<file path="config.mk">
export PLATFORM = sky130hd
export DESIGN_NAME = iic_gyro_seq_flat
export DESIGN_NICKNAME = d
export VERILOG_FILES = /design/src/rtl/iic_gyro_seq_if.sv /design/src/rtl/iic_gyro_seq.sv /design/src/flat_wrapper.sv
export SDC_FILE = /design/constraint.sdc
export NUM_CORES = 1
export LEC_CHECK = 0
export ABC_AREA = 1
export BUFFER_PORTS_ARGS = -buffer_cell sky130_fd_sc_hd__buf_2
export CAP_MARGIN = 20
export CORE_UTILIZATION = 61
export CTS_BUF_LIST = sky130_fd_sc_hd__clkbuf_4
export DETAILED_ROUTE_END_ITERATION = 8
export PLACE_DENSITY = 0.82
export SYNTH_ARGS = -nofsm -noshare
export SYNTH_HDL_FRONTEND = slang
export SYNTH_SLANG_ARGS = --single-unit
</file>
<file path="constraint.sdc">
create_clock -name clk -period 2.4 [get_ports clk]
set_input_delay 0.12 -clock clk [delete_from_list [all_inputs] [get_ports clk]]
set_output_delay 0.12 -clock clk [all_outputs]
set_load 0.1 [all_outputs]
</file>
<file path="src/rtl/iic_gyro_seq_if.sv">
// -----------------------------------------------------------------------------
// iic_gyro_seq_if
// Request/response bundle between the gyro sequencer and the IIC byte driver.
//   Addr          : 8-bit device (write) address
//   Reg_Addr      : 16-bit register address (upper byte unused, held at 0)
//   Data          : byte to write
//   Reg_2Addr     : two-byte register address select (held at 0)
//   IIC_Write     : level write request strobe
//   IIC_Read      : level read request strobe
//   IIC_Busy      : driver busy flag, high only during the driver's STOP phase
//   IIC_Read_Data : byte returned by the driver on a read
// master = sequencer side, slave = driver side.
// -----------------------------------------------------------------------------
interface iic_gyro_seq_if;
    logic [7:0]  Addr;
    logic [15:0] Reg_Addr;
    logic [7:0]  Data;
    logic        Reg_2Addr;
    logic        IIC_Write;
    logic        IIC_Read;
    logic        IIC_Busy;
    logic [7:0]  IIC_Read_Data;

    modport master (
        output Addr, Reg_Addr, Data, Reg_2Addr, IIC_Write, IIC_Read,
        input  IIC_Busy, IIC_Read_Data
    );

    modport slave (
        input  Addr, Reg_Addr, Data, Reg_2Addr, IIC_Write, IIC_Read,
        output IIC_Busy, IIC_Read_Data
    );
endinterface

</file>
<file path="src/rtl/iic_gyro_seq.sv">
// -----------------------------------------------------------------------------
// iic_gyro_seq
// Boots a gyro over an IIC byte driver (4-entry register init table), then
// periodically reads a 6-byte burst starting at RD_BASE and publishes it as
// three 16-bit big-endian axis values.
// Ports:
//   clk        : system clock
//   Rst        : asynchronous active-low reset
//   en         : enables periodic sampling
//   bus        : request/response bundle to the IIC driver (master side)
//   gyro_x/y/z : last complete sample
//   data_valid : one-cycle pulse when a new sample is published
//   init_done  : high once the init table has been written
//   err        : sticky timeout flag, cleared by the next publish
//   err_cnt    : saturating timeout count
// -----------------------------------------------------------------------------
module iic_gyro_seq #(
    parameter logic [7:0]  DEV_ADDR    = 8'hD0,
    parameter int unsigned BOOT_CYC    = 2000000,
    parameter int unsigned SAMPLE_DIV  = 100000,
    parameter int unsigned TIMEOUT_CYC = 200000,
    parameter logic [7:0]  RD_BASE     = 8'h43
) (
    input  logic                  clk,
    input  logic                  Rst,
    input  logic                  en,
    iic_gyro_seq_if.master        bus,
    output logic [15:0]           gyro_x,
    output logic [15:0]           gyro_y,
    output logic [15:0]           gyro_z,
    output logic                  data_valid,
    output logic                  init_done,
    output logic                  err,
    output logic [7:0]            err_cnt
);

    localparam logic [31:0] BOOT_LAST = 32'(BOOT_CYC - 32'd1);
    localparam logic [31:0] SDIV_LAST = 32'(SAMPLE_DIV - 32'd1);
    localparam logic [31:0] TO_LIMIT  = 32'(TIMEOUT_CYC);

    typedef enum logic [2:0] {
        BOOT      = 3'd0,
        INIT_REQ  = 3'd1,
        INIT_WAIT = 3'd2,
        IDLE      = 3'd3,
        RD_REQ    = 3'd4,
        RD_WAIT   = 3'd5,
        PUBLISH   = 3'd6,
        ERR       = 3'd7
    } state_t;

    // Init table: register address per entry
    function automatic logic [7:0] init_reg(input logic [2:0] idx);
        logic [7:0] v;
        case (idx)
            3'd0:    v = 8'h6B;
            3'd1:    v = 8'h19;
            3'd2:    v = 8'h1A;
            3'd3:    v = 8'h1B;
            default: v = 8'h00;
        endcase
        return v;
    endfunction

    // Init table: data byte per entry
    function automatic logic [7:0] init_data(input logic [2:0] idx);
        logic [7:0] v;
        case (idx)
            3'd0:    v = 8'h00;
            3'd1:    v = 8'h07;
            3'd2:    v = 8'h06;
            3'd3:    v = 8'h18;
            default: v = 8'h00;
        endcase
        return v;
    endfunction

    state_t      r_state;
    state_t      w_next_state;
    logic [31:0] r_wait_cnt;
    logic [31:0] r_timer;
    logic [31:0] r_to_cnt;
    logic [2:0]  r_idx;
    logic        r_busy_q;
    logic [7:0]  r_buf [0:5];
    logic        r_write;
    logic        r_read;
    logic [7:0]  r_reg_addr;
    logic [7:0]  r_data;
    logic [15:0] r_gyro_x;
    logic [15:0] r_gyro_y;
    logic [15:0] r_gyro_z;
    logic        r_valid;
    logic        r_init_done;
    logic        r_err;
    logic [7:0]  r_err_cnt;

    logic        w_busy_fall;
    logic        w_timeout;
    logic        w_enter_req;
    logic        w_enter_err;
    logic        w_in_txn;

    assign w_busy_fall = r_busy_q & ~bus.IIC_Busy;
    assign w_timeout   = (r_to_cnt >= TO_LIMIT);
    assign w_in_txn    = (r_state == INIT_REQ) || (r_state == INIT_WAIT) ||
                         (r_state == RD_REQ)   || (r_state == RD_WAIT);
    assign w_enter_req = ((w_next_state == INIT_REQ) || (w_next_state == RD_REQ)) &&
                         (w_next_state != r_state);
    assign w_enter_err = (w_next_state == ERR) && (r_state != ERR);

    // Next-state logic
    always_comb begin
        w_next_state = r_state;
        case (r_state)
            BOOT: begin
                if (r_wait_cnt >= BOOT_LAST) w_next_state = INIT_REQ;
                else                         w_next_state = BOOT;
            end
            INIT_REQ: begin
                // Leave only once the driver has acknowledged an asserted strobe
                if (w_timeout)                     w_next_state = ERR;
                else if (r_write && bus.IIC_Busy)  w_next_state = INIT_WAIT;
                else                               w_next_state = INIT_REQ;
            end
            INIT_WAIT: begin
                if (w_timeout)                     w_next_state = ERR;
                else if (w_busy_fall) begin
                    if (r_idx == 3'd3)             w_next_state = IDLE;
                    else                           w_next_state = INIT_REQ;
                end else                           w_next_state = INIT_WAIT;
            end
            IDLE: begin
                if ((r_timer == 32'd0) && en)      w_next_state = RD_REQ;
                else                               w_next_state = IDLE;
            end
            RD_REQ: begin
                if (w_timeout)                     w_next_state = ERR;
                else if (r_read && bus.IIC_Busy)   w_next_state = RD_WAIT;
                else                               w_next_state = RD_REQ;
            end
            RD_WAIT: begin
                if (w_timeout)                     w_next_state = ERR;
                else if (w_busy_fall) begin
                    if (r_idx == 3'd5)             w_next_state = PUBLISH;
                    else                           w_next_state = RD_REQ;
                end else                           w_next_state = RD_WAIT;
            end
            PUBLISH: begin
                w_next_state = IDLE;
            end
            ERR: begin
                if (r_wait_cnt >= SDIV_LAST) begin
                    if (r_init_done)               w_next_state = IDLE;
                    else                           w_next_state = INIT_REQ;
                end else                           w_next_state = ERR;
            end
            default: begin
                w_next_state = BOOT;
            end
        endcase
    end

    // State register
    always_ff @(posedge clk or negedge Rst) begin
        if (!Rst) r_state <= BOOT;
        else      r_state <= w_next_state;
    end

    // Shared wait counter for the boot delay and the error back-off
    always_ff @(posedge clk or negedge Rst) begin
        if (!Rst)                                       r_wait_cnt <= 32'd0;
        else if (w_enter_err)                           r_wait_cnt <= 32'd0;
        else if ((r_state == BOOT) || (r_state == ERR)) r_wait_cnt <= r_wait_cnt + 32'd1;
        else                                            r_wait_cnt <= 32'd0;
    end

    // Free-running sample timer, only counting once init has finished
    always_ff @(posedge clk or negedge Rst) begin
        if (!Rst)                     r_timer <= 32'd0;
        else if (!r_init_done)        r_timer <= 32'd0;
        else if (r_timer >= SDIV_LAST) r_timer <= 32'd0;
        else                          r_timer <= r_timer + 32'd1;
    end

    // Transaction timeout counter, restarted on every request
    always_ff @(posedge clk or negedge Rst) begin
        if (!Rst)             r_to_cnt <= 32'd0;
        else if (w_enter_req) r_to_cnt <= 32'd0;
        else if (w_in_txn)    r_to_cnt <= r_to_cnt + 32'd1;
        else                  r_to_cnt <= 32'd0;
    end

    // Table / byte index
    always_ff @(posedge clk or negedge Rst) begin
        if (!Rst) begin
            r_idx <= 3'd0;
        end else if ((r_state == BOOT) || (r_state == IDLE) ||
                     (r_state == ERR)  || (r_state == PUBLISH)) begin
            r_idx <= 3'd0;
        end else if (((r_state == INIT_WAIT) && (w_next_state == INIT_REQ)) ||
                     ((r_state == RD_WAIT)   && (w_next_state == RD_REQ))) begin
            r_idx <= r_idx + 3'd1;
        end else begin
            r_idx <= r_idx;
        end
    end

    // Previous busy sample for falling-edge completion detection
    always_ff @(posedge clk or negedge Rst) begin
        if (!Rst) r_busy_q <= 1'b0;
        else      r_busy_q <= bus.IIC_Busy;
    end

    // Burst byte buffer, captured on each read completion
    always_ff @(posedge clk or negedge Rst) begin
        if (!Rst) begin
            for (int i = 0; i < 6; i++) r_buf[i] <= 8'h00;
        end else if ((r_state == RD_WAIT) &&
                     ((w_next_state == RD_REQ) || (w_next_state == PUBLISH))) begin
            r_buf[r_idx] <= bus.IIC_Read_Data;
        end else begin
            for (int i = 0; i < 6; i++) r_buf[i] <= r_buf[i];
        end
    end

    // Request fields, refreshed while a request state is active
    always_ff @(posedge clk or negedge Rst) begin
        if (!Rst) begin
            r_reg_addr <= 8'h00;
            r_data     <= 8'h00;
        end else if (r_state == INIT_REQ) begin
            r_reg_addr <= init_reg(r_idx);
            r_data     <= init_data(r_idx);
        end else if (r_state == RD_REQ) begin
            r_reg_addr <= RD_BASE + {5'd0, r_idx};
            r_data     <= r_data;
        end else begin
            r_reg_addr <= r_reg_addr;
            r_data     <= r_data;
        end
    end

    // Request strobes: raised only on the second cycle of a request state, so
    // each strobe stays low for at least two cycles between requests
    always_ff @(posedge clk or negedge Rst) begin
        if (!Rst) begin
            r_write <= 1'b0;
            r_read  <= 1'b0;
        end else begin
            r_write <= (r_state == INIT_REQ) && (w_next_state == INIT_REQ);
            r_read  <= (r_state == RD_REQ)   && (w_next_state == RD_REQ);
        end
    end

    // Published sample and valid pulse
    always_ff @(posedge clk or negedge Rst) begin
        if (!Rst) begin
            r_gyro_x <= 16'h0000;
            r_gyro_y <= 16'h0000;
            r_gyro_z <= 16'h0000;
            r_valid  <= 1'b0;
        end else if (r_state == PUBLISH) begin
            r_gyro_x <= {r_buf[0], r_buf[1]};
            r_gyro_y <= {r_buf[2], r_buf[3]};
            r_gyro_z <= {r_buf[4], r_buf[5]};
            r_valid  <= 1'b1;
        end else begin
            r_valid  <= 1'b0;
        end
    end

    // Init completion flag
    always_ff @(posedge clk or negedge Rst) begin
        if (!Rst)                                                   r_init_done <= 1'b0;
        else if ((r_state == INIT_WAIT) && (w_next_state == IDLE))  r_init_done <= 1'b1;
        else                                                        r_init_done <= r_init_done;
    end

    // Error flag and saturating timeout count
    always_ff @(posedge clk or negedge Rst) begin
        if (!Rst) begin
            r_err     <= 1'b0;
            r_err_cnt <= 8'h00;
        end else if (w_enter_err) begin
            r_err     <= 1'b1;
            if (r_err_cnt != 8'hFF) r_err_cnt <= r_err_cnt + 8'h01;
            else                    r_err_cnt <= r_err_cnt;
        end else if (r_state == PUBLISH) begin
            r_err     <= 1'b0;
        end else begin
            r_err     <= r_err;
        end
    end

    assign bus.Addr      = DEV_ADDR;
    assign bus.Reg_Addr  = {8'h00, r_reg_addr};
    assign bus.Data      = r_data;
    assign bus.Reg_2Addr = 1'b0;
    assign bus.IIC_Write = r_write;
    assign bus.IIC_Read  = r_read;

    assign gyro_x     = r_gyro_x;
    assign gyro_y     = r_gyro_y;
    assign gyro_z     = r_gyro_z;
    assign data_valid = r_valid;
    assign init_done  = r_init_done;
    assign err        = r_err;
    assign err_cnt    = r_err_cnt;

endmodule

</file>
<file path="src/flat_wrapper.sv">
// flat-port wrapper written by rule: the top's interface ports become plain ports
module iic_gyro_seq_flat 
#(
    parameter logic [7:0]  DEV_ADDR    = 8'hD0,
    parameter int unsigned BOOT_CYC    = 2000000,
    parameter int unsigned SAMPLE_DIV  = 100000,
    parameter int unsigned TIMEOUT_CYC = 200000,
    parameter logic [7:0]  RD_BASE     = 8'h43
)
  (clk, Rst, en, gyro_x, gyro_y, gyro_z, data_valid, init_done, err, err_cnt, bus_Addr, bus_Reg_Addr, bus_Data, bus_Reg_2Addr, bus_IIC_Write, bus_IIC_Read, bus_IIC_Busy, bus_IIC_Read_Data);
  iic_gyro_seq_if bus_i ();
  input  logic clk;
  input  logic Rst;
  input  logic en;
  output logic [15:0] gyro_x;
  output logic [15:0] gyro_y;
  output logic [15:0] gyro_z;
  output logic data_valid;
  output logic init_done;
  output logic err;
  output logic [7:0] err_cnt;
  output wire logic [$bits(bus_i.Addr)-1:0] bus_Addr;
  output wire logic [$bits(bus_i.Reg_Addr)-1:0] bus_Reg_Addr;
  output wire logic [$bits(bus_i.Data)-1:0] bus_Data;
  output wire logic [$bits(bus_i.Reg_2Addr)-1:0] bus_Reg_2Addr;
  output wire logic [$bits(bus_i.IIC_Write)-1:0] bus_IIC_Write;
  output wire logic [$bits(bus_i.IIC_Read)-1:0] bus_IIC_Read;
  input wire logic [$bits(bus_i.IIC_Busy)-1:0] bus_IIC_Busy;
  input wire logic [$bits(bus_i.IIC_Read_Data)-1:0] bus_IIC_Read_Data;
  assign bus_Addr = bus_i.Addr;
  assign bus_Reg_Addr = bus_i.Reg_Addr;
  assign bus_Data = bus_i.Data;
  assign bus_Reg_2Addr = bus_i.Reg_2Addr;
  assign bus_IIC_Write = bus_i.IIC_Write;
  assign bus_IIC_Read = bus_i.IIC_Read;
  assign bus_i.IIC_Busy = bus_IIC_Busy;
  assign bus_i.IIC_Read_Data = bus_IIC_Read_Data;
  iic_gyro_seq #(.DEV_ADDR(DEV_ADDR), .BOOT_CYC(BOOT_CYC), .SAMPLE_DIV(SAMPLE_DIV), .TIMEOUT_CYC(TIMEOUT_CYC), .RD_BASE(RD_BASE)) u_core (.clk(clk), .Rst(Rst), .en(en), .bus(bus_i), .gyro_x(gyro_x), .gyro_y(gyro_y), .gyro_z(gyro_z), .data_valid(data_valid), .init_done(init_done), .err(err), .err_cnt(err_cnt));
endmodule
</file>
==> run metrics, run 1 <==
status=completed; Ports=approximately 110; unrepaired setup endpoints after global routing=yes; Rows=between 40 and 50; Int Power=5.47 mW; Sw Share=24.1%; DIE AREA=17800 um2; leading cell type in the layout, fill and taps excluded=nand2_1; die extent in x=133 um; CP endpoint kind=register; Post-Synthesis Cells=1252; TritonCTS buffer count=55; Total Wirelength=22700 um; Residual DRC=0; crit path max fanout=16; Pre-antenna DRT Iters=5; CTS tree=done; net load switching power=1.73 mW; Leak Pwr=6.34 nW; worst-skew pair later-pin latency=approximately 0.68 ns; initial core utilization=63.1%; Worst Skew=0.0532 ns; reg2reg start=u_core.r_to_cnt[23]; initial antenna violation count=0; hold_sp=bus_IIC_Busy; Clock Sinks=between 200 and 250; hpwl dp=15400 um; Max VDD drop=0.000348 V; Top FF cell, synth=dfrtp_1; Cell Area, Synth=roughly 11000 um2; final hold slack=0.164 ns; startpoint types=register; flops & latches, synth=222; Netlist cell types=48; Seq pwr share=52.2%; critical path required time=2.99 ns; Tmin final=2.25 ns; Min-Delay Path Class=in -> reg; combinational share of power=4.0%; GPL Wtd Cong=0.897; maxcap violations=0; routed vias=between 8000 and 9000; Max Slew Vio Count=0; CTS clk-pin slew, worst paths=0.07 ns; sequential share of the synthesized area=52.7%; synth-to-layout area growth=16.1%; Final ANT Viol Nets=0; largest net degree at the start of global routing=61; setup TNS=0 ns; clock power share=a little over two fifths; syn_area_per_cell=8.42 um2; core outline area=around 17000 um2; CTS max path bufs=3; Worst-Margin Slew=about 0.52 ns; most frequent cells in the layout=368 x nand2_1, 221 x dfrtp_1, 159 x nor2_1; drt wl/cell=between 10 and 15 um; H-tree Lvls=2; Ys Warns=0; Post-synth EDFFs=0; Power Total=just over 7 mW; layout cells sized above 1=17.2%; Critical Path AT=2.84 ns; clock root buffer=clkbuf_4; Vias/cell=5.15; Placed Cells incl. Taps=1569; IO Port Bufs=84; Fmax achieved=0.445 GHz; PD cells=589 nW/um2; slew margin rel.=65.4%; die height=133 um; crit path kind=reg -> reg; global-route wire length before repair=37800 um; endpoints failing setup=0; vias in the first global route=slightly above 8000; Fin. Hold Viols=0; gr usage total=26.1%; CP startpoint=u_core.r_to_cnt[23]; ys async rst share=100%; global route total overflow=0; fin cells=around 1700; period utilisation layout=between 90 and 100%; Final nets=1448; # diodes=0; Starting DRT DRC Count=604
## layer usage
layer | up-vias | GRT usage, % | part of all wire, % | wire length (um)
li1 | 4263 | - | - | -
met1 | 4089 | 36.3 | 45 | 10200
met2 | 289 | 41.4 | 47 | 10700
met3 | 52 | 5.14 | 6.4 | 1460
met4 | 0 | 8.59 | 1.9 | 429
met5 | - | 0 | 0 | 0
## stage by stage
| step | cell area [um2] | setup WS (ns) | utilization, % |
|---|---|---|---|
| final | 12200 | 0.153 | 73.2 |
| after global routing | 12200 | -0.0295 | 73.2 |
| after detailed placement | 11300 | 0.125 | 67.7 |
| after CTS | 12200 | 0.135 | 72.8 |
| after floorplan | 10700 | 0.123 | - |
| after global placement | 11300 | 0.197 | 67.7 |
## logic make-up (layout without fill, tap and decap cells)
family                     Yosys count  in the layout  synth area share, %
DFF                                222            222                 52.7
xor gates and xnor gates            51             51                 4.24
and+or+nand+nor                    713            714                 29.8
buffers and inverters              177            357                 7.58
other                                2             36               0.0713
adders and majority gates           12             12                 1.42
AOI/OAI and AO/OA                   75             75                 4.16
## final timing paths
| check | depth (start not counted) | to | slack [ns] |
|---|---|---|---|
| setup / recovery | 13 | u_core.r_buf[21] | 0.15 |
| hold / removal | 2 | u_core.r_busy_q | 0.16 |
| setup reg to reg | 13 | u_core.r_buf[21] | 0.15 |
| max in group asynchronous | 4 | u_core.r_timer[26] | 1.25 |
| min in group asynchronous | 3 | u_core.r_timer[15] | 0.47 |
| hold reg to reg | 1 | u_core.r_wait_cnt[0] | 0.46 |
## critical path, cell delays in order, from the launching register on
cell and delay (ns):
dfrtp_1 0.46, nor2_1 0.11, nand3_1 0.13, nor2_4 0.21, nand3_1 0.11, nand2_1 0.08
nand2_2 0.06, nor2_4 0.10, nand3_4 0.13, nor2_8 0.19, nand2_4 0.14, nor2_8 0.23
nand3_1 0.13, nand2_1 0.09
## Yosys cell counts (6+ instances only)
| library cell | number | share of area (%) |
|---|---|---|
| nand2_1 | 368 | 13 |
| dfrtp_1 | 222 | 53 |
| nor2_1 | 161 | 5.7 |
| inv_1 | 119 | 4.2 |
| nand3_1 | 82 | 3.9 |
| xor2_1 | 39 | 3.2 |
| nor3_1 | 33 | 1.6 |
| o21ai_0 | 26 | 1.2 |
| buf_4 | 25 | 1.8 |
| a21oi_1 | 18 | 0.86 |
| clkbuf_1 | 16 | 0.57 |
| nand4_1 | 16 | 0.95 |
| ha_1 | 12 | 1.4 |
| xnor2_1 | 12 | 1.0 |
| nor4_1 | 10 | 0.59 |
| o21ai_1 | 9 | 0.43 |
| inv_2 | 8 | 0.29 |
| o21ai_2 | 7 | 0.58 |
| nor2_2 | 6 | 0.36 |
| nor3b_1 | 6 | 0.43 |
## flip-flops by register name, indices dropped and copies added (netlist names)
name and cells:
u_core.bus.IIC_Write 1, u_core.data_valid 1, u_core.bus.IIC_Read 1, u_core.r_wait_cnt 32, u_core.r_busy_q 1, u_core.err_cnt 8
u_core.err 1, u_core.init_done 1, u_core.gyro_x 16, u_core.r_state 3, u_core.r_reg_addr 7, u_core.r_timer 32
u_core.r_buf 48, u_core.r_idx 3, u_core.gyro_y 16, u_core.gyro_z 16, u_core.r_to_cnt 32, u_core.bus.Data 3
## timing repair
action / in CTS / in global routing
setup buffers: 0 / 5
resized for setup: 0 / 3
hold buffers: 12 / 0
setup endpoints to repair: 0 / 53
endpoints found under the hold margin: 272 / 0
## layout make-up
type / count / area (um2)
clock buffers: 82 / 616
clock inverters: 18 / 104
fillers: 1249 / 4470
inverters: 128 / 480
multi-input cells: 888 / 4330
flip-flops and latches: 222 / 5560
well taps: 220 / 275
repair buffers: 129 / 866
## power groups by stage
stage               clock network, mW  registers, mW  logic [mW]
floorplan                           0           3.83       0.180
global placement                    0           3.83       0.265
detailed placement                  0           3.83       0.266
CTS                              3.23           3.76       0.288
global route                     3.44           3.76       0.309
finish                           3.16           3.76       0.286
No activity file was read; power rests on OpenSTA's default activity.
==> run 2, diff against run 1 <==
--- a/config.mk
+++ b/config.mk
@@ -14,2 +14,3 @@
 export PLACE_DENSITY = 0.82
+export SETUP_SLACK_MARGIN = 0.02
 export SYNTH_ARGS = -nofsm -noshare
--- a/constraint.sdc
+++ b/constraint.sdc
@@ -3,2 +3,2 @@
 set_output_delay 0.12 -clock clk [all_outputs]
-set_load 0.1 [all_outputs]
+set_load 0.02 [all_outputs]
==> run metrics, run 2 (synthesis results as in run 1) <==
Starting DRT DRC Count=521 (was 604); Power Total=7.09 mW (was 7.20 mW); die height=133 um (unchanged); slowest CP cell=dfrtp_1 (unchanged); Leak Pwr=6.38 nW (was 6.34 nW); Max VDD drop=0.000348 V (about the same); CTS tree=done (unchanged); placed cell areas=11300 um2 (unchanged); max reg flops=48 (unchanged); vias in the first global route=8115 (unchanged); cells along the critical path=inv_1 > nand2_1 > nor2_1 > nand2_1 > nor2_4 > nand3_1 > nand2_1 > nand2_2 > nor2_4 > nand3_4 > nor2_8 > nand2_8 > nor2_4 > buf_12 > nand3_1 > nand2_1 (was nor2_1 > nand3_1 > nor2_4 > nand3_1 > nand2_1 > nand2_2 > nor2_4 > nand3_4 > nor2_8 > nand2_4 > nor2_8 > nand3_1 > nand2_1); Min-Delay Path Class=in -> reg (unchanged); hpwl dp=15400 um (unchanged); most frequent cells in the layout=366 x nand2_1, 221 x dfrtp_1, 158 x nor2_1 (was 368 x nand2_1, 221 x dfrtp_1, 159 x nor2_1); Top Family by Delay on Critical Path=simple AND/OR/NAND/NOR gates (unchanged); Place WS=0.125 ns (unchanged); leading cell type in the layout, fill and taps excluded=nand2_1 (unchanged); synth-to-layout area growth=17.1% (was 16.1%); critical path required time=3.02 ns (was 2.99 ns); Filler cells=1226 (was 1249); initial core utilization=63.1% (unchanged); IO Port Bufs=84 (unchanged); global-route wire length before repair=37800 um (unchanged); Residual DRC=0 (unchanged); final hold slack=0.151 ns (was 0.164 ns); Hold Path Depth=10 (was 2); Clock Sinks=222 (unchanged); reg2reg start=u_core.r_to_cnt[25] (was u_core.r_to_cnt[23]); crit path max fanout=12 (was 16); routed vias=8744 (was 8693); Final nets=1454 (was 1448); Final ANT Viol Nets=0 (unchanged); TritonCTS buffer count=55 (unchanged); layout cells sized above 1=18.0% (was 17.2%); Reg2Reg Capture Point=u_core.r_buf[29] (was u_core.r_buf[21]); Fin. Hold Viols=0 (unchanged); post-layout instance area=12300 um2 (was 12200 um2); drt wl/cell=13.6 um (was 13.5 um); Worst Skew=0.0528 ns (was 0.0532 ns); R2R cell count=16 (was 13); DIE AREA=17800 um2 (unchanged); area of the multi-input gates=4390 um2 (was 4330 um2); Rows=47 (unchanged); startpoint types=register (unchanged); CP endpoint kind=register (unchanged); period utilisation layout=96.1% (was 93.6%); Critical Path Most Common Cell=nand2_1 (was nand3_1); Reg with most FFs=u_core.r_buf (unchanged); Max stage delay on crit path=0.42 ns (was 0.46 ns); largest net degree at the start of global routing=61 (unchanged); worst-skew pair later-pin latency=0.68 ns (about the same); Max Slew Vio Count=0 (unchanged); gr usage total=26.1% (unchanged); GPL Wtd Cong=0.897 (unchanged); clock root buffer=clkbuf_4 (unchanged); global route total overflow=0 (unchanged); WP buf/inv=2 (was 0); Pre-antenna DRT Iters=5 (unchanged); H-tree Lvls=2 (unchanged); hold endpoint=u_core.r_state[0] (was u_core.r_busy_q); CTS max path bufs=3 (unchanged); hold_sp=en (was bus_IIC_Busy); Tmin final=2.31 ns (was 2.25 ns); endpoints failing setup=0 (unchanged); Final WS setup=0.0935 ns (was 0.153 ns); initial antenna violation count=0 (unchanged); reg-to-reg setup timing slack=0.09 ns (was 0.15 ns); Vias/cell=5.16 (was 5.15); die extent in x=133 um (unchanged); Total Wirelength=23100 um (was 22700 um); CTS clk-pin slew, worst paths=0.07 ns (about the same); register area=5560 um2 (unchanged); Fmax achieved=0.434 GHz (was 0.445 GHz); maxcap violations=0 (unchanged); status=completed (unchanged); core outline area=16700 um2 (unchanged); unrepaired setup endpoints after global routing=yes (unchanged); Ports=106 (unchanged); # diodes=0 (unchanged); PD cells=574 nW/um2 (was 589 nW/um2); Critical Path AT=2.92 ns (was 2.84 ns); crit path kind=reg -> reg (unchanged)
run 2: changes by cell type in the layout (fill, tap and decap cells not counted), moves of 2 or more:
cell | previous run | this run
buf_4 | 29 | 31
nor3_4 | 0 | 2
nand3_2 | 3 | 5
nand2_2 | 3 | 5
nand3_1 | 82 | 80
nand2_1 | 368 | 366
buf_6 | 0 | 3
run 2: metal layers:
layer | vias to the layer above | global-route usage (%) | wire length, um
met5 | - | 0 | 0
met4 | 0 | 8.59 | 442
met3 | 55 | 5.14 | 1650
met2 | 326 | 41.4 | 10900
met1 | 4087 | 36.3 | 10100
li1 | 4276 | - | -
run 2: repair_timing:
| action | CTS | global route |
|---|---|---|
| endpoints found under the hold margin | 272 | 0 |
| setup buffers | 0 | 10 |
| hold buffers | 12 | 0 |
| gates resized for setup | 0 | 15 |
| endpoints found under the setup margin | 0 | 67 |
run 2: power breakdown:
group	internal (mW)	switching [mW]	total, mW
logic	0.0378	0.136	0.174
registers	3.75	0.00324	3.76
clock network	1.67	1.48	3.15
total	5.47	1.62	7.09
run 2: metrics by stage:
stage               utilization [%]  TNS [ns]  instances
floorplan                         -         0       1286
global placement               67.7         0       1569
detailed placement             67.7         0       1569
CTS                            72.8         0       1681
global route                   73.8    -0.678       1693
finish                         73.8         0       1693
run 2: layout make-up:
cell class                      instances  area share [%]
Clock inverter                         18           0.842
Timing Repair Buffer                  134            7.42
Tap cell                              220            2.23
Inverter                              128            3.90
Clock buffer                           82            4.99
Multi-Input combinational cell        889            35.6
Sequential cell                       222            45.1
run 2: worst reg2reg max path, cell delays in order (launching register included):
cell	delay, ns
dfrtp_1	0.42
inv_1	0.07
nand2_1	0.05
nor2_1	0.08
nand2_1	0.09
nor2_4	0.21
nand3_1	0.10
nand2_1	0.09
nand2_2	0.07
nor2_4	0.10
nand3_4	0.13
nor2_8	0.24
nand2_8	0.13
nor2_4	0.15
buf_12	0.14
nand3_1	0.09
nand2_1	0.07
run 2: how the worst max path moves through the flow:
stage | startpoint | endpoint | depth (start not counted) | slack, ns
final | u_core.r_to_cnt[25] | u_core.r_buf[29] | 16 | 0.09
after global routing | u_core.r_to_cnt[25] | u_core.r_idx[1] | 16 | -0.06
after CTS | u_core.r_to_cnt[0] | u_core.r_to_cnt[30] | 12 | 0.14
after detailed placement | u_core.r_wait_cnt[0] | u_core.r_buf[40] | 11 | 0.12
after global placement | u_core.r_timer[0] | u_core.r_buf[12] | 15 | 0.20
after floorplan | u_core.r_idx[0] | u_core.r_to_cnt[11] | 13 | 0.30
==> run 3, diff against run 2 <==
BUFFER_PORTS_ARGS = -buffer_cell sky130_fd_sc_hd__buf_4   (was -buffer_cell sky130_fd_sc_hd__buf_2)
CORE_UTILIZATION = 55   (was 61)
PLACE_DENSITY = default   (was 0.82)
PLACE_DENSITY_LB_ADDON = 0.2   (was default)
clock period = 2 ns   (was 2.4 ns; I/O delays follow)
==> run metrics, run 3 (synthesis results as in run 1) <==
register area=5560 um2 (unchanged); layout cells sized above 1=35.4% (was 18.0%); global route total overflow=0 (unchanged); Max VDD drop=0.000544 V (was 0.000348 V); Fin. Hold Viols=0 (unchanged); largest net degree at the start of global routing=52 (was 61); period utilisation layout=110% (was 96.1%); critical path required time=2.65 ns (was 3.02 ns); Tmin final=2.20 ns (was 2.31 ns); fin cells=1855 (was 1693); slew margin rel.=63.6%; slowest CP cell=dfrtp_1 (unchanged); Top Family by Delay on Critical Path=simple AND/OR/NAND/NOR gates (unchanged); GPL Wtd Cong=0.904 (was 0.897); CTS clk-pin slew, worst paths=0.07 ns (about the same); WP depth=12 (was 16); maxcap violations=0 (unchanged); CP endpoint kind=register (unchanged); Final nets=1606 (was 1454); leading cell type in the layout, fill and taps excluded=nand2_1 (unchanged); endpoints failing setup=88 (was 0); routed vias=9573 (was 8744); status=complete, but fails checks (was completed); crit path kind=reg -> reg (unchanged); area of the multi-input gates=5120 um2 (was 4390 um2); die height=140 um (was 133 um); Max stage delay on crit path=0.41 ns (was 0.42 ns); CTS tree=done (unchanged); unrepaired setup endpoints after global routing=yes (unchanged); Reg with most FFs=u_core.r_buf (unchanged); hpwl dp=16900 um (was 15400 um); clock root buffer=clkbuf_4 (unchanged); CTS max path bufs=3 (unchanged); Worst-Margin Slew=between 0.5 and 0.6 ns; Final ANT Viol Nets=0 (unchanged); DIE AREA=19700 um2 (was 17800 um2); Leak Pwr=7.36 nW (was 6.38 nW); WP buf/inv=1 (was 2); most frequent cells in the layout=321 x nand2_1, 240 x buf_4, 221 x dfrtp_1 (was 366 x nand2_1, 221 x dfrtp_1, 158 x nor2_1); R2R cell count=12 (was 16); initial antenna violation count=1 (was 0); global-route wire length before repair=41500 um (was 37800 um); synth-to-layout area growth=38.3% (was 17.1%); max reg flops=48 (unchanged); worst-skew pair later-pin latency=0.71 ns (was 0.68 ns); Starting DRT DRC Count=609 (was 521); Clock Sinks=222 (unchanged); Rows=50 (was 47); gr usage total=25.9% (was 26.1%); Min-Delay Path Class=in -> async (was in -> reg); Worst Skew=0.0547 ns (was 0.0528 ns); crit path max fanout=6 (was 12); Total Wirelength=27100 um (was 23100 um); PD cells=583 nW/um2 (was 574 nW/um2); Filler cells=1237 (was 1226); IO Port Bufs=84 (unchanged); drt wl/cell=14.6 um (was 13.6 um); H-tree Lvls=2 (unchanged); cells along the critical path=nand2_1 > nor2_1 > nor3_1 > a21oi_2 > nor2_4 > nor2_4 > nor2_8 > nand2_8 > nor2_8 > clkbuf_16 > nand3_1 > nand2_1 (was inv_1 > nand2_1 > nor2_1 > nand2_1 > nor2_4 > nand3_1 > nand2_1 > nand2_2 > nor2_4 > nand3_4 > nor2_8 > nand2_8 > nor2_4 > buf_12 > nand3_1 > nand2_1); Place WS=-0.204 ns (was 0.125 ns); startpoint types=register (unchanged); reg-to-reg setup timing slack=-0.20 ns (was 0.09 ns); vias in the first global route=9110 (was 8115); Final WS setup=-0.197 ns (was 0.0935 ns); Ports=106 (unchanged); die extent in x=140 um (was 133 um); core outline area=18800 um2 (was 16700 um2); initial core utilization=56.1% (was 63.1%); Critical Path AT=2.84 ns (was 2.92 ns); Pre-antenna DRT Iters=7 (was 5); Residual DRC=0 (unchanged); Placed Cells incl. Taps=1707 (was 1569); Power Total=8.50 mW (was 7.09 mW); Max Slew Vio Count=0 (unchanged); Vias/cell=5.16 (about the same); Fmax achieved=0.455 GHz (was 0.434 GHz); TritonCTS buffer count=58 (was 55); failing checks=setup timing
-- run 3: cell count changes in the layout (fill, tap and decap cells not counted), moves of 41 or more --
| cell | before | now |
|---|---|---|
| buf_4 | 31 | 240 |
| buf_2 | 83 | 0 |
| nand2_1 | 366 | 321 |
| nor2_1 | 158 | 116 |
| nand2_2 | 5 | 46 |
-- run 3: tightest hold or removal path, delay by kind of cell --
kind	cells	cell delay [ns]
buf+inv	3	1.00
-- run 3: path summary, 6_finish.rpt --
path | from | endpoint
max in group asynchronous | Rst | u_core.r_wait_cnt[21]
worst max register to register | u_core.r_wait_cnt[10] | u_core.r_buf[11]
worst min register to register | u_core.r_buf[18] | u_core.gyro_y[2]
worst max-delay path | u_core.r_wait_cnt[10] | u_core.r_buf[11]
worst min-delay path | Rst | u_core.r_buf[38]
min in group clk | bus_IIC_Busy | u_core.r_busy_q
-- run 3: where the power goes --
part / total, mW / leakage, nW / switching [mW] / internal, mW
Clock: 3.76 / 0.409 / 1.88 / 1.87
Sequential: 4.51 / 2.98 / 0.00476 / 4.51
Combinational: 0.228 / 3.97 / 0.173 / 0.0557
-- run 3: layout make-up --
class | count | area share [%]
diodes | 1 | 0.0172
clock buffers | 74 | 3.81
clock inverters | 24 | 0.944
inverters | 128 | 3.30
multi-input cells | 889 | 35.1
flip-flops and latches | 222 | 38.1
well taps | 234 | 2.01
repair buffers | 283 | 16.7
-- run 3: metal layers --
layer  global-route usage [%]  part of all wire, %  up-vias
met5                        0                    0        -
met3                     4.75                  4.8       69
met1                     33.6                   41     4613
li1                         -                    -     4594
met4                     10.0                  2.6        0
met2                     43.5                   51      297
-- run 3: stage by stage --
| stage | TNS, ns | utilization (%) | area, um2 | hold WS [ns] |
|---|---|---|---|---|
| 2_1_floorplan | 0 | - | 10700 | -0.196 |
| 3_3_place_gp | -6.70 | 66.8 | 12500 | 0.0569 |
| 3_5_place_dp | -11.00 | 66.8 | 12500 | 0.0606 |
| 4_1_cts | -7.60 | 72.1 | 13500 | 0.0166 |
| 5_1_grt | -27.23 | 77.6 | 14600 | 0.0208 |
| 6_report | -12.16 | 77.6 | 14600 | 0.0320 |
-- run 3: timing repair --
item                                    in CTS  in global routing
pin swaps                                    9                 68
endpoints found under the setup margin      92                123
setup buffers                                5                 27
hold endpoints to repair                   271                  0
gates cloned                                 2                  6
hold buffers                                11                  0
resized for setup                           32                191
